File: src/rtl/keypad_entry_ctrl.sv
// Matrix keypad scanner: column drive, whole-frame debounce, single-key events,
// hex entry register with clear/backspace, and a retriggerable beep.
// Optional auto-repeat of a held key is enabled by defining KEYPAD_REPEAT_EN.
module keypad_entry_ctrl #(
  parameter int ROWS         = 4,
  parameter int COLS         = 4,
  parameter int SCAN_DIV     = 50000,
  parameter int DEBOUNCE     = 4,
  parameter int DIGITS       = 6,
  parameter int CLR_CODE     = 15,
  parameter int BS_CODE      = 14,
`ifdef KEYPAD_REPEAT_EN
  parameter int REPEAT_DELAY = 30,
  parameter int REPEAT_RATE  = 8,
`endif
  parameter int BEEP_CYCLES  = 5000000
) (
  input  logic                         clk,
  input  logic                         rst_n,
  input  logic [ROWS-1:0]              row,
  output logic [COLS-1:0]              col,
  output logic [$clog2(ROWS*COLS)-1:0] key_num,
  output logic                         key_valid,
  output logic [DIGITS*4-1:0]          data_out,
  output logic                         full,
  output logic                         beep
);

  localparam int NK  = ROWS * COLS;
  localparam int KW  = $clog2(NK);
  localparam int DW  = DIGITS * 4;
  localparam int SW  = (SCAN_DIV > 1) ? $clog2(SCAN_DIV) : 1;
  localparam int CIW = $clog2(COLS);
  localparam int DBW = $clog2(DEBOUNCE + 1);
  localparam int CW  = $clog2(DIGITS + 1);
  localparam int BW  = $clog2(BEEP_CYCLES + 1);

  logic [SW-1:0]  scan_cnt_reg;
  logic [CIW-1:0] col_idx_reg;
  logic [NK-1:0]  snap_reg, snap_next;
  logic [NK-1:0]  prev_reg;
  logic [DBW-1:0] stable_reg, stable_next;
  logic [NK-1:0]  deb_reg, deb_next;
  logic           key_valid_reg;
  logic [KW-1:0]  key_num_reg, code_next;
  logic [DW-1:0]  data_reg, data_next;
  logic [CW-1:0]  cnt_reg, cnt_next;
  logic           full_reg;
  logic [BW-1:0]  beep_cnt_reg, beep_cnt_next;
  logic           beep_reg;

  logic           col_end, frame_end;
  logic           new_single, press_evt, key_evt;
  logic [31:0]    code_ext;
  logic [DW-1:0]  nib_ext;

  assign col_end   = (scan_cnt_reg == SW'(SCAN_DIV - 1));
  assign frame_end = col_end && (col_idx_reg == CIW'(COLS - 1));

  for (genvar gi = 0; gi < COLS; gi++) begin : g_col
    assign col[gi] = (col_idx_reg != CIW'(gi));
  end

  // Each key bit is refreshed only on the last cycle of its own column period.
  for (genvar gi = 0; gi < NK; gi++) begin : g_snap
    localparam int R = gi / COLS;
    localparam int C = gi % COLS;
    assign snap_next[gi] = (col_end && (col_idx_reg == CIW'(C))) ? ~row[R] : snap_reg[gi];
  end

  always_comb begin
    stable_next = stable_reg;
    deb_next    = deb_reg;
    if (frame_end) begin
      if (snap_next == prev_reg)
        stable_next = (stable_reg == DBW'(DEBOUNCE)) ? stable_reg : stable_reg + DBW'(1);
      else
        stable_next = DBW'(1);
      if (stable_next == DBW'(DEBOUNCE))
        deb_next = snap_next;
    end
  end

  always_comb begin
    code_next = '0;
    for (int i = 0; i < NK; i++)
      if (deb_next[i]) code_next = KW'(i);
  end

  // Only an idle-to-single-key transition counts as a press.
  assign new_single = (deb_next != '0) && ((deb_next & (deb_next - NK'(1))) == '0);
  assign press_evt  = frame_end && (deb_reg == '0) && new_single;

`ifdef KEYPAD_REPEAT_EN
  localparam int RMAX = (REPEAT_DELAY > REPEAT_RATE) ? REPEAT_DELAY : REPEAT_RATE;
  localparam int RW   = $clog2(RMAX + 1);

  logic [RW-1:0] rep_cnt_reg, rep_inc;
  logic          rep_armed_reg, rep_first_reg, rep_evt;

  assign rep_inc = rep_cnt_reg + RW'(1);
  assign rep_evt = frame_end && rep_armed_reg && (deb_next == deb_reg) &&
                   (rep_inc == (rep_first_reg ? RW'(REPEAT_DELAY) : RW'(REPEAT_RATE)));
  assign key_evt = press_evt | rep_evt;

  always_ff @(posedge clk or negedge rst_n) begin
    if (!rst_n) begin
      rep_cnt_reg   <= '0;
      rep_armed_reg <= 1'b0;
      rep_first_reg <= 1'b1;
    end else if (frame_end) begin
      if (deb_next != deb_reg) begin
        rep_armed_reg <= press_evt;
        rep_first_reg <= 1'b1;
        rep_cnt_reg   <= '0;
      end else if (rep_armed_reg) begin
        if (rep_evt) begin
          rep_cnt_reg   <= '0;
          rep_first_reg <= 1'b0;
        end else begin
          rep_cnt_reg <= rep_inc;
        end
      end
    end
  end
`else
  assign key_evt = press_evt;
`endif

  assign code_ext = 32'(key_num_reg);
  assign nib_ext  = DW'(code_ext[3:0]);

  always_comb begin
    data_next = data_reg;
    cnt_next  = cnt_reg;
    if (key_valid_reg) begin
      if (code_ext == 32'(CLR_CODE)) begin
        data_next = '0;
        cnt_next  = '0;
      end else if (code_ext == 32'(BS_CODE)) begin
        data_next = data_reg >> 4;
        if (cnt_reg != '0) cnt_next = cnt_reg - CW'(1);
      end else if ((code_ext < 32'd16) && (cnt_reg != CW'(DIGITS))) begin
        data_next = (data_reg << 4) | nib_ext;
        cnt_next  = cnt_reg + CW'(1);
      end
    end
  end

  always_comb begin
    if (key_valid_reg)
      beep_cnt_next = BW'(BEEP_CYCLES);
    else if (beep_cnt_reg != '0)
      beep_cnt_next = beep_cnt_reg - BW'(1);
    else
      beep_cnt_next = '0;
  end

  always_ff @(posedge clk or negedge rst_n) begin
    if (!rst_n) begin
      scan_cnt_reg  <= '0;
      col_idx_reg   <= '0;
      snap_reg      <= '0;
      prev_reg      <= '0;
      stable_reg    <= '0;
      deb_reg       <= '0;
      key_valid_reg <= 1'b0;
      key_num_reg   <= '0;
      data_reg      <= '0;
      cnt_reg       <= '0;
      full_reg      <= 1'b0;
      beep_cnt_reg  <= '0;
      beep_reg      <= 1'b0;
    end else begin
      if (col_end) begin
        scan_cnt_reg <= '0;
        col_idx_reg  <= (col_idx_reg == CIW'(COLS - 1)) ? '0 : col_idx_reg + CIW'(1);
      end else begin
        scan_cnt_reg <= scan_cnt_reg + SW'(1);
      end
      snap_reg   <= snap_next;
      stable_reg <= stable_next;
      deb_reg    <= deb_next;
      if (frame_end) prev_reg <= snap_next;

      key_valid_reg <= key_evt;
      if (key_evt) key_num_reg <= code_next;

      data_reg     <= data_next;
      cnt_reg      <= cnt_next;
      full_reg     <= (cnt_next == CW'(DIGITS));
      beep_cnt_reg <= beep_cnt_next;
      beep_reg     <= (beep_cnt_next != '0);
    end
  end

  assign key_num   = key_num_reg;
  assign key_valid = key_valid_reg;
  assign data_out  = data_reg;
  assign full      = full_reg;
  assign beep      = beep_reg;

endmodule

File: config.mk
export PLATFORM = sky130hd
export DESIGN_NAME = keypad_entry_ctrl
export DESIGN_NICKNAME = d
export VERILOG_FILES = /design/src/rtl/keypad_entry_ctrl.sv
export SDC_FILE = /design/constraint.sdc
export NUM_CORES = 1
export LEC_CHECK = 0
export BUFFER_PORTS_ARGS = -buffer_cell sky130_fd_sc_hd__clkbuf_2
export CAP_MARGIN = 30
export CELL_PAD_IN_SITES_DETAIL_PLACEMENT = 0
export CELL_PAD_IN_SITES_GLOBAL_PLACEMENT = 1
export CORE_MARGIN = 4
export CORE_UTILIZATION = 40
export CTS_BUF_LIST = sky130_fd_sc_hd__clkbuf_8
export DETAILED_ROUTE_END_ITERATION = 10
export PLACE_DENSITY = 0.74
export SLEW_MARGIN = 20
export SYNTH_ARGS = -nofsm -noshare
export SYNTH_HDL_FRONTEND = slang
export SYNTH_SLANG_ARGS = --single-unit
File: constraint.sdc
create_clock -name clk -period 6.65 [get_ports clk]
set_clock_uncertainty 0.2 [all_clocks]
set_input_delay 0.3325 -clock clk [delete_from_list [all_inputs] [get_ports clk]]
set_output_delay 0.3325 -clock clk [all_outputs]
set_load 0.02 [all_outputs]
---- Word level (Yosys, flattened, before mapping) ----
Cells that the tools add are included.
storage, ports and cells
  register bits ........................... 126
  bits of input ports ..................... 6
  output and inout bits ................... 35
  word-level logic and storage cells ...... 107
operators by class
  add/subtract/negate cells ............... 7
  order comparisons ....................... 1
  eq/ne operators ......................... 14
  muxes and demuxes ....................... 48
  bitwise logic cells ..................... 6
  reduce and logical (&&, ||, !) cells .... 18
operators by type and width
  cell                                                 number
  two-way mux 24 bit                                   3
  two-way mux 4 bit                                    14
  two-way mux 16 bit                                   3
  two-way mux 23 bit                                   2
  nonzero test 23 bit                                  2
  zero test 16 bit                                     2
  two-way mux 3 bit                                    8
  OR 24 x 4 -> 24 bit                                  1
  subtractor 23 x 1 -> 23 bit (second input constant)  1
  two-way mux 1 bit                                    17
  adder 16 x 1 -> 16 bit (second input constant)       1
  bitwise AND 16 bit                                   1
  == test 16 bit                                       1
  == test 16 bit (second input constant)               1
  nonzero test 16 bit                                  1
  subtractor 16 x 1 -> 16 bit (second input constant)  1
  == test 3 bit (second input constant)                3
  == test 4 bit (second input constant)                2
  logical AND 1 bit                                    8
  adder 3 x 1 -> 3 bit (second input constant)         2
  nonzero test 3 bit                                   2
  < comparator 4 x 5 -> 1 bit (second input constant)  1
  == test 2 bit (second input constant)                2
  inequality test 2 bit (second input constant)        2
  other kinds (10)                                     13

---- Depth between registers and ports, before layout ----
Gate-level depths: netlist of run 1.
  depth after elaboration ................. 24
  depth in mapped cells ................... 18
  gate-level depth less buffers ........... 14

---- Worst setup path before layout of run 1 ----
Ideal clock, no wire load.
  path type ............................... register -> register
  start ................................... register scan_cnt_reg[11]
  end ..................................... register key_num_reg[1], in the netlist key_num[1]
  setup time .............................. 0.127 ns
  data arrival time ....................... 3.873 ns
  data required time ...................... 6.323 ns
  setup slack ............................. 2.450 ns
  stages on the path, launching flop included .. 15
  buffers on the path ..................... 3
  clock period less this slack ............ 4.200 ns
  path through ............................ dfrtp_1 > or4bb_4 > or4_1 > buf_6 > mux2_4 > xnor2_2 > and4bb_1 > nand4bb_1 > buf_6 > mux2_4 > mux2_4 > a211oi_1 > and4_1 > buf_4 > mux2_1
on the way
  elaborated cells between the ends (all ways) .. 48
  classes of those cells .................. add/sub (1); eq/ne (3); mux (34); bitwise (1); reduce/logical (9)
RTL lines
  element                      RTL line  source
  from (decl)                  38        logic [SW-1:0] scan_cnt_reg;
  from (signal assigned)       179       scan_cnt_reg <= scan_cnt_reg + SW'(1);
  == test 16 bit (*)           57        assign col_end = (scan_cnt_reg == SW'(SCAN_DIV - 1));
  logical AND 1 bit (*)        68        assign snap_next[gi] = (col_end && (col_idx_reg == CIW'(C))) ? ~row[R] : snap_reg[gi];
  two-way mux 1 bit (*)        68
  net snap_next[10]            40        logic [NK-1:0] snap_reg, snap_next;
  == test 16 bit               75        if (snap_next == prev_reg)
  two-way mux 3 bit            75
  two-way mux 3 bit            74        if (frame_end) begin
  == test 3 bit                79        if (stable_next == DBW'(DEBOUNCE))
  two-way mux 16 bit (*)       79
  two-way mux 16 bit (*)       74
  subtractor 16 x 1 -> 16 bit  91        assign new_single = (deb_next != '0) && ((deb_next & (deb_next - NK'(1))) == '0);
  bitwise AND 16 bit           91
  zero test 16 bit             91
  logical AND 1 bit (*)        91
  logical AND 1 bit (*)        92        assign press_evt = frame_end && (deb_reg == '0) && new_single;
  net key_evt                  53        logic new_single, press_evt, key_evt;
  to (signal assigned)         187       if (key_evt) key_num_reg <= code_next;
  to (decl)                    45        logic [KW-1:0] key_num_reg, code_next;
The timed path passes the listed nets; every way through them passes the cells marked *. The select of a mux whose other input is x is not followed.
A chain may end at the register's enable or synchronous reset.

---- Worst setup path after layout of run 1 ----
  start ................................... register scan_cnt_reg[13]
  end ..................................... register key_num_reg[3], in the netlist key_num[3]
on the way
  elaborated cells between the ends (all ways) .. 47
  classes of those cells .................. add/sub (1); eq/ne (3); mux (33); bitwise (1); reduce/logical (9)
RTL lines
  element                                                              RTL line  source
  == test 16 bit (*)                                                   57
  logical AND 1 bit, on equally long branches                          68, 58
  two-way mux 1 bit                                                    68
  == test 16 bit                                                       75
  two-way mux 3 bit                                                    75
  two-way mux 3 bit                                                    74
  == test 3 bit                                                        79
  two-way mux 16 bit                                                   79
  two-way mux 16 bit (*)                                               74
  net deb_next[7]                                                      43        logic [NK-1:0] deb_reg, deb_next;
  branches (longest 9 deep; another with subtractor 16 x 1 -> 16 bit)  n/a
Mark *: on every way through the listed nets, which the timed path passes. The select of a mux whose other input is x is not followed.

==> flow_summary.ini, run 1 <==
[run_status]
status = finished, final reports clean

[clock_tree]
clock-sinks = 126
holdBufCountCts = 1
cts_resized = 0
htree_levels = 4
cts_tree = yes
cts_buffers = 17
cts.path.max_buffers = 2
cts_setup_buffers = 0
clockRootBuffer = clkbuf_8
clk_pin_slew_ns = 0.08
clk_latency_ns = 0.45

[critical_path]
critPathMaxFanout = 20
crit_arrival_ns = 5.80
cp_common_cell = mux2_1
crit_chain = or4bb_1 -> or4_1 -> mux2i_1 -> nand3_1 -> nor4_2 -> nand4bb_1 -> buf_4 -> mux2_1 -> o31ai_1 -> and4_1 -> mux2_1
critical_path_class = flop to flop
r2r-start = scan_cnt_reg[13]$_DFF_PN0_
rr_endpoint = key_num[3]$_DFFE_PN0P_
critPathRequiredTime_ns = 6.77
endpoint_kind = flop
reg2reg_slack_ns = 0.98
startpoint_type = flop
path_delay_family = simple AND/OR/NAND/NOR gates
critPathBufInv = 1
slowest_stage = or4_1
reg2regPathDepth = 11
worst_path_largest_cell_delay_ns = 0.81

[layout]
diodes = 0
final_cell_mix = dfrtp_1, nand2_1, nor2_1
areaGrowthSynthToFinish_pct = 10.7
design_area_um2 = 7880
final_common_cell = dfrtp_1
nets = 832
drive_gt1_frac = 0.134
largest_reg_flops = 24
fillCellCount = 1685

[route]
wire_per_inst_um = 17.3
vias = 5944
dr.pass1.iters = 4
finalWirelength_mm = 18.2
drc = 0
final_antenna_net_count = 0
drt_iter0_drc = 379
viasPerCell = 5.66

[synth]
yosysUniqueCellTypes = 70
synth_cells = 787
synth_area_leaders = dfrtp_1, nand2_1, o21ai_0
synth_flop_cell = dfrtp_1
synth_edf_count = 0
ys_seq_area_frac = 0.443
async_flop_share = 1.00
synth.largest_area_cell = dfrtp_1
netlist_area_um2 = 7120
syn_nets = 805
synth_top_area_frac = 0.443
ys_warn_count = 0
yosys_register_bits = 126
synth_area_per_cell_um2 = 9.04

[place]
dpl.hpwl_mm = 12.7
placed_area_um2 = 7480
port_buffers = 40
gp_congestion = 0.897

[floorplan]
start_util = 0.410
die-area_um2 = 20000
die_y_um = 141
io_pins = 41
rows = 48
die_w_um = 141
core_area_um2 = 17400

[timing]
hold_viol = 0
worst_pin_slew_ns = 0.843
fin_crit_sh = 0.853
fmax_mhz = 176
fin_crit_ns = 5.67
slew_headroom = 0.435
rsz0062_at_grt = false
totalNegativeSetupSlack_ns = 0
slew_violations = 0
finalSetupViolations = 0

[global_routing]
grt-busiest-layer = met2
grt_pass1_wl_mm = 30.6
grt_overflow = 0
grt_pass1_vias = 6022
use_met2 = 0.306
use_met3 = 0.0334
grt_max_degree = 65
met1_usage = 0.258
antenna_found_initial = 0
grt_use_total = 0.188

[worst_hold_path]
min-delay-start = row[1]
hold_depth = 2
hold_end = prev_reg[7]$_DFFE_PN0N_
hp-class = input port to flop

[pwr]
p_leak_nw = 3.59
power_density_nw_per_um2 = 189
max-vdd-ir-drop_mv = 0.123

[job]
max_cap_viol_count = 0
## power by group
part	switching, mW	internal, mW	total [mW]
Clock	0.327	0.342	0.669
Sequential	0.00310	0.769	0.773
Combinational	0.0346	0.0111	0.0457
Total	0.364	1.12	1.49
## area by class of cell
cell class	instances	area (µm²)	share of cell area
multi-input cells	579	3620	0.460
inverters	41	154	0.0195
flip-flops and latches	126	3150	0.400
clock inverters	13	140	0.0178
clock buffers	18	248	0.0314
repair buffers	49	277	0.0351
well taps	225	282	0.0357
## synth_stat cells (all sizes together), types with 6 or more instances
library cell and number:
nand2b 11, nand3b 8, or2 6, nor2 61, ha 12, xor2 12
inv 41, o21ai 64, nor2b 9, mux2 17, nor4 13, o21bai 7
xnor2 26, o211ai 7, nor3 22, nand3 23, or4 9, or3 9
clkbuf 32, buf 9, and3 23, nand4 11, a31oi 7, nand2 97
mux2i 22, dfrtp 126, a21oi 39
## worst register-to-register path: cells and delay by family, from the launching register on
kind | cells | cell delay, ns
AND/OR/NAND/NOR | 6 | 3.02
AO/OA/AOI/OAI | 1 | 0.38
buffers and inverters | 1 | 0.51
flip-flops | 1 | 0.42
multiplexers | 3 | 1.04
## layer usage
layer,part of all wire,up-vias
met5,0,-
met1,0.47,2935
met2,0.47,156
met3,0.047,18
li1,-,2835
met4,0.011,0
## worst max path at each step
stage                          startpoint                     end  slack [ns]  cells after the start
2_1_floorplan  scan_cnt_reg[11]$_DFF_PN0_  key_num[1]$_DFFE_PN0P_        2.45                     14
3_3_place_gp    scan_cnt_reg[4]$_DFF_PN0_  key_num[1]$_DFFE_PN0P_        1.22                     11
3_5_place_dp    scan_cnt_reg[4]$_DFF_PN0_  key_num[3]$_DFFE_PN0P_        1.07                     11
4_1_cts         scan_cnt_reg[4]$_DFF_PN0_  key_num[3]$_DFFE_PN0P_        1.04                     11
5_1_grt         scan_cnt_reg[4]$_DFF_PN0_  key_num[3]$_DFFE_PN0P_        0.67                     11
6_report       scan_cnt_reg[13]$_DFF_PN0_  key_num[3]$_DFFE_PN0P_        0.98                     11
## cell families after synthesis
kind of cell / share of synthesized area
simple gates: 0.227
compound gates: 0.149
fa+ha+maj: 0.0211
xor+xnor: 0.0478
flops: 0.443
buf+inv: 0.0499
mux: 0.0621
## through the flow
step	total power, mW	utilization	instances	setup slack, ns	hold slack (ns)
final	1.49	0.454	1051	0.978	0.0349
after floorplan	0.807	-	787	2.45	-0.163
after global routing	1.54	0.454	1051	0.672	0.0315
after detailed placement	0.833	0.431	1019	1.07	0.250
after CTS	1.50	0.454	1051	1.04	0.0203
after global placement	0.833	0.430	1018	1.22	0.240
No activity file was read; power rests on OpenSTA's default activity.
==> inputs of run 2 (changes only) <==
--- a/config.mk
+++ b/config.mk
@@ -12,6 +12,7 @@
 export CORE_MARGIN = 4
-export CORE_UTILIZATION = 40
+export CORE_UTILIZATION = 30
 export CTS_BUF_LIST = sky130_fd_sc_hd__clkbuf_8
+export CTS_CLUSTER_SIZE = 14
 export DETAILED_ROUTE_END_ITERATION = 10
-export PLACE_DENSITY = 0.74
+export PLACE_DENSITY = 0.6
 export SLEW_MARGIN = 20
==> constraint.sdc (replaced) <==
create_clock -name clk -period 6.65 [get_ports clk]
set_clock_uncertainty 0.2 [all_clocks]
set_input_delay 1.33 -clock clk [delete_from_list [all_inputs] [get_ports clk]]
set_output_delay 1.33 -clock clk [all_outputs]
set_load 0.02 [all_outputs]
==> flow_summary.ini, run 2 (synthesis gave the netlist of run 1 again) <==
[critical_path]
cp_common_cell = mux2_4
critPathRequiredTime_ns = 6.79
crit_chain = or4b_1 -> or4_1 -> mux2_4 -> xnor2_2 -> and4bb_1 -> nand4bb_2 -> buf_4 -> mux2i_1 -> mux2_4 -> a211oi_1 -> and4_1 -> mux2_1
reg2regPathDepth = 12
critical_path_class = flop to flop
slowest_stage = or4_1
crit_arrival_ns = 5.58
startpoint_type = flop
critPathMaxFanout = 26
reg2reg_slack_ns = 1.21
rr_endpoint = key_num[3]$_DFFE_PN0P_
r2r-start = scan_cnt_reg[4]$_DFF_PN0_
endpoint_kind = flop
worst_path_largest_cell_delay_ns = 0.75

[timing]
hold_viol = 0
fin_crit_sh = 0.819
slew_violations = 0
fmax_mhz = 184
fin_crit_ns = 5.44
finalSetupViolations = 0
totalNegativeSetupSlack_ns = 0
rsz0062_at_grt = false
worst_pin_slew_ns = 0.802
slew_headroom = 0.461

[global_routing]
grt_pass1_vias = 5614
antenna_found_initial = 0
grt_overflow = 0
grt_use_total = 0.144
grt_pass1_wl_mm = 30.4
grt_max_degree = 78

[pwr]
power_density_nw_per_um2 = 187
p_leak_nw = 3.62
power_mw = 1.50
max-vdd-ir-drop_mv = 0.101

[route]
wire_per_inst_um = 16.2
vias = 5655
dr.pass1.iters = 7
final_antenna_net_count = 0
drt_iter0_drc = 337
drc = 0
finalWirelength_mm = 18.6
viasPerCell = 4.94

[clock_tree]
clk_pin_slew_ns = 0.08
clock-sinks = 126
htree_levels = 4
cts_resized = 0
cts_tree = yes
cts.path.max_buffers = 2
clockRootBuffer = clkbuf_8
clk_latency_ns = 0.46
holdBufCountCts = 0
cts_buffers = 17
cts_setup_buffers = 0

[place]
gp_congestion = 0.802
dpl.hpwl_mm = 13.0
placed_area_um2 = 7600
port_buffers = 40

[worst_hold_path]
hp-class = flop to flop
hold_end = scan_cnt_reg[0]$_DFF_PN0_
hold_depth = 1
min-delay-start = scan_cnt_reg[0]$_DFF_PN0_

[floorplan]
core_area_um2 = 23400
start_util = 0.304
rows = 56
die_w_um = 162
die_y_um = 162
io_pins = 41
die-area_um2 = 26300

[layout]
nets = 831
design_area_um2 = 8000
register_area_um2 = 3150
final_cell_mix = dfrtp_1, nand2_1, nor2_1
largest_reg_flops = 24
multi_input_area_um2 = 3630
fillCellCount = 2492
final_common_cell = dfrtp_1
diodes = 0
areaGrowthSynthToFinish_pct = 12.3
drive_gt1_frac = 0.137

[job]
max_cap_viol_count = 0

[run_status]
status = finished, final reports clean
run 2: cell count changes in the layout (fill, tap and decap cells not counted), moves of 2 or more:
cell        previous run  this run
inv_8                  0         2
clkinv_2               3         1
clkinv_4               1         5
clkinvlp_4             4         0
inv_6                  3         5
run 2: routing by layer:
metal | track usage | vias to the layer above | share of wire
li1 | - | 2837 | -
met1 | 0.200 | 2711 | 0.49
met2 | 0.233 | 92 | 0.47
met3 | 0.0246 | 15 | 0.033
met4 | 0.0377 | 0 | 0.0098
met5 | 0 | - | 0
run 2: worst max-delay path by stage:
stage,start,to,slack [ns],cells past startpoint
finish,scan_cnt_reg[4]$_DFF_PN0_,key_num[3]$_DFFE_PN0P_,1.21,12
detailed placement,scan_cnt_reg[13]$_DFF_PN0_,key_num[1]$_DFFE_PN0P_,1.23,12
CTS,scan_cnt_reg[13]$_DFF_PN0_,key_num[1]$_DFFE_PN0P_,1.20,12
global placement,scan_cnt_reg[13]$_DFF_PN0_,key_num[3]$_DFFE_PN0P_,1.25,12
floorplan,row[0],key_num[1]$_DFFE_PN0P_,2.39,12
global route,scan_cnt_reg[13]$_DFF_PN0_,key_num[3]$_DFFE_PN0P_,0.88,12
run 2: layout make-up:
type                            instances  area share
Multi-Input combinational cell        579       0.454
Sequential cell                       126       0.394
Clock buffer                           18      0.0310
Clock inverter                         14      0.0182
Tap cell                              319      0.0499
Inverter                               41      0.0192
Timing Repair Buffer                   48      0.0333
run 2: worst max-delay path, delay by kind of cell, from the launching register on:
kind                      cells  cell delay [ns]
muxes                         4             1.30
AOI/OAI and AO/OA             1             0.16
buffers and inverters         1             0.45
DFF                           1             0.42
xor gates and xnor gates      1             0.19
and+or+nand+nor               5             2.59
run 2: report_power, final:
part | internal, mW | leakage (nW) | switching [mW] | total (mW)
combinational | 0.0110 | 1.88 | 0.0343 | 0.0454
sequential | 0.769 | 1.53 | 0.00347 | 0.773
clock | 0.318 | 0.203 | 0.361 | 0.679
run 2: through the flow:
stage	setup slack [ns]	instances	hold WS (ns)	util
5_1_grt	0.884	1145	0.291	0.342
3_3_place_gp	1.25	1113	0.248	0.325
3_5_place_dp	1.23	1113	0.255	0.325
2_1_floorplan	2.39	787	0.225	-
6_report	1.21	1145	0.260	0.342
4_1_cts	1.20	1145	0.265	0.342
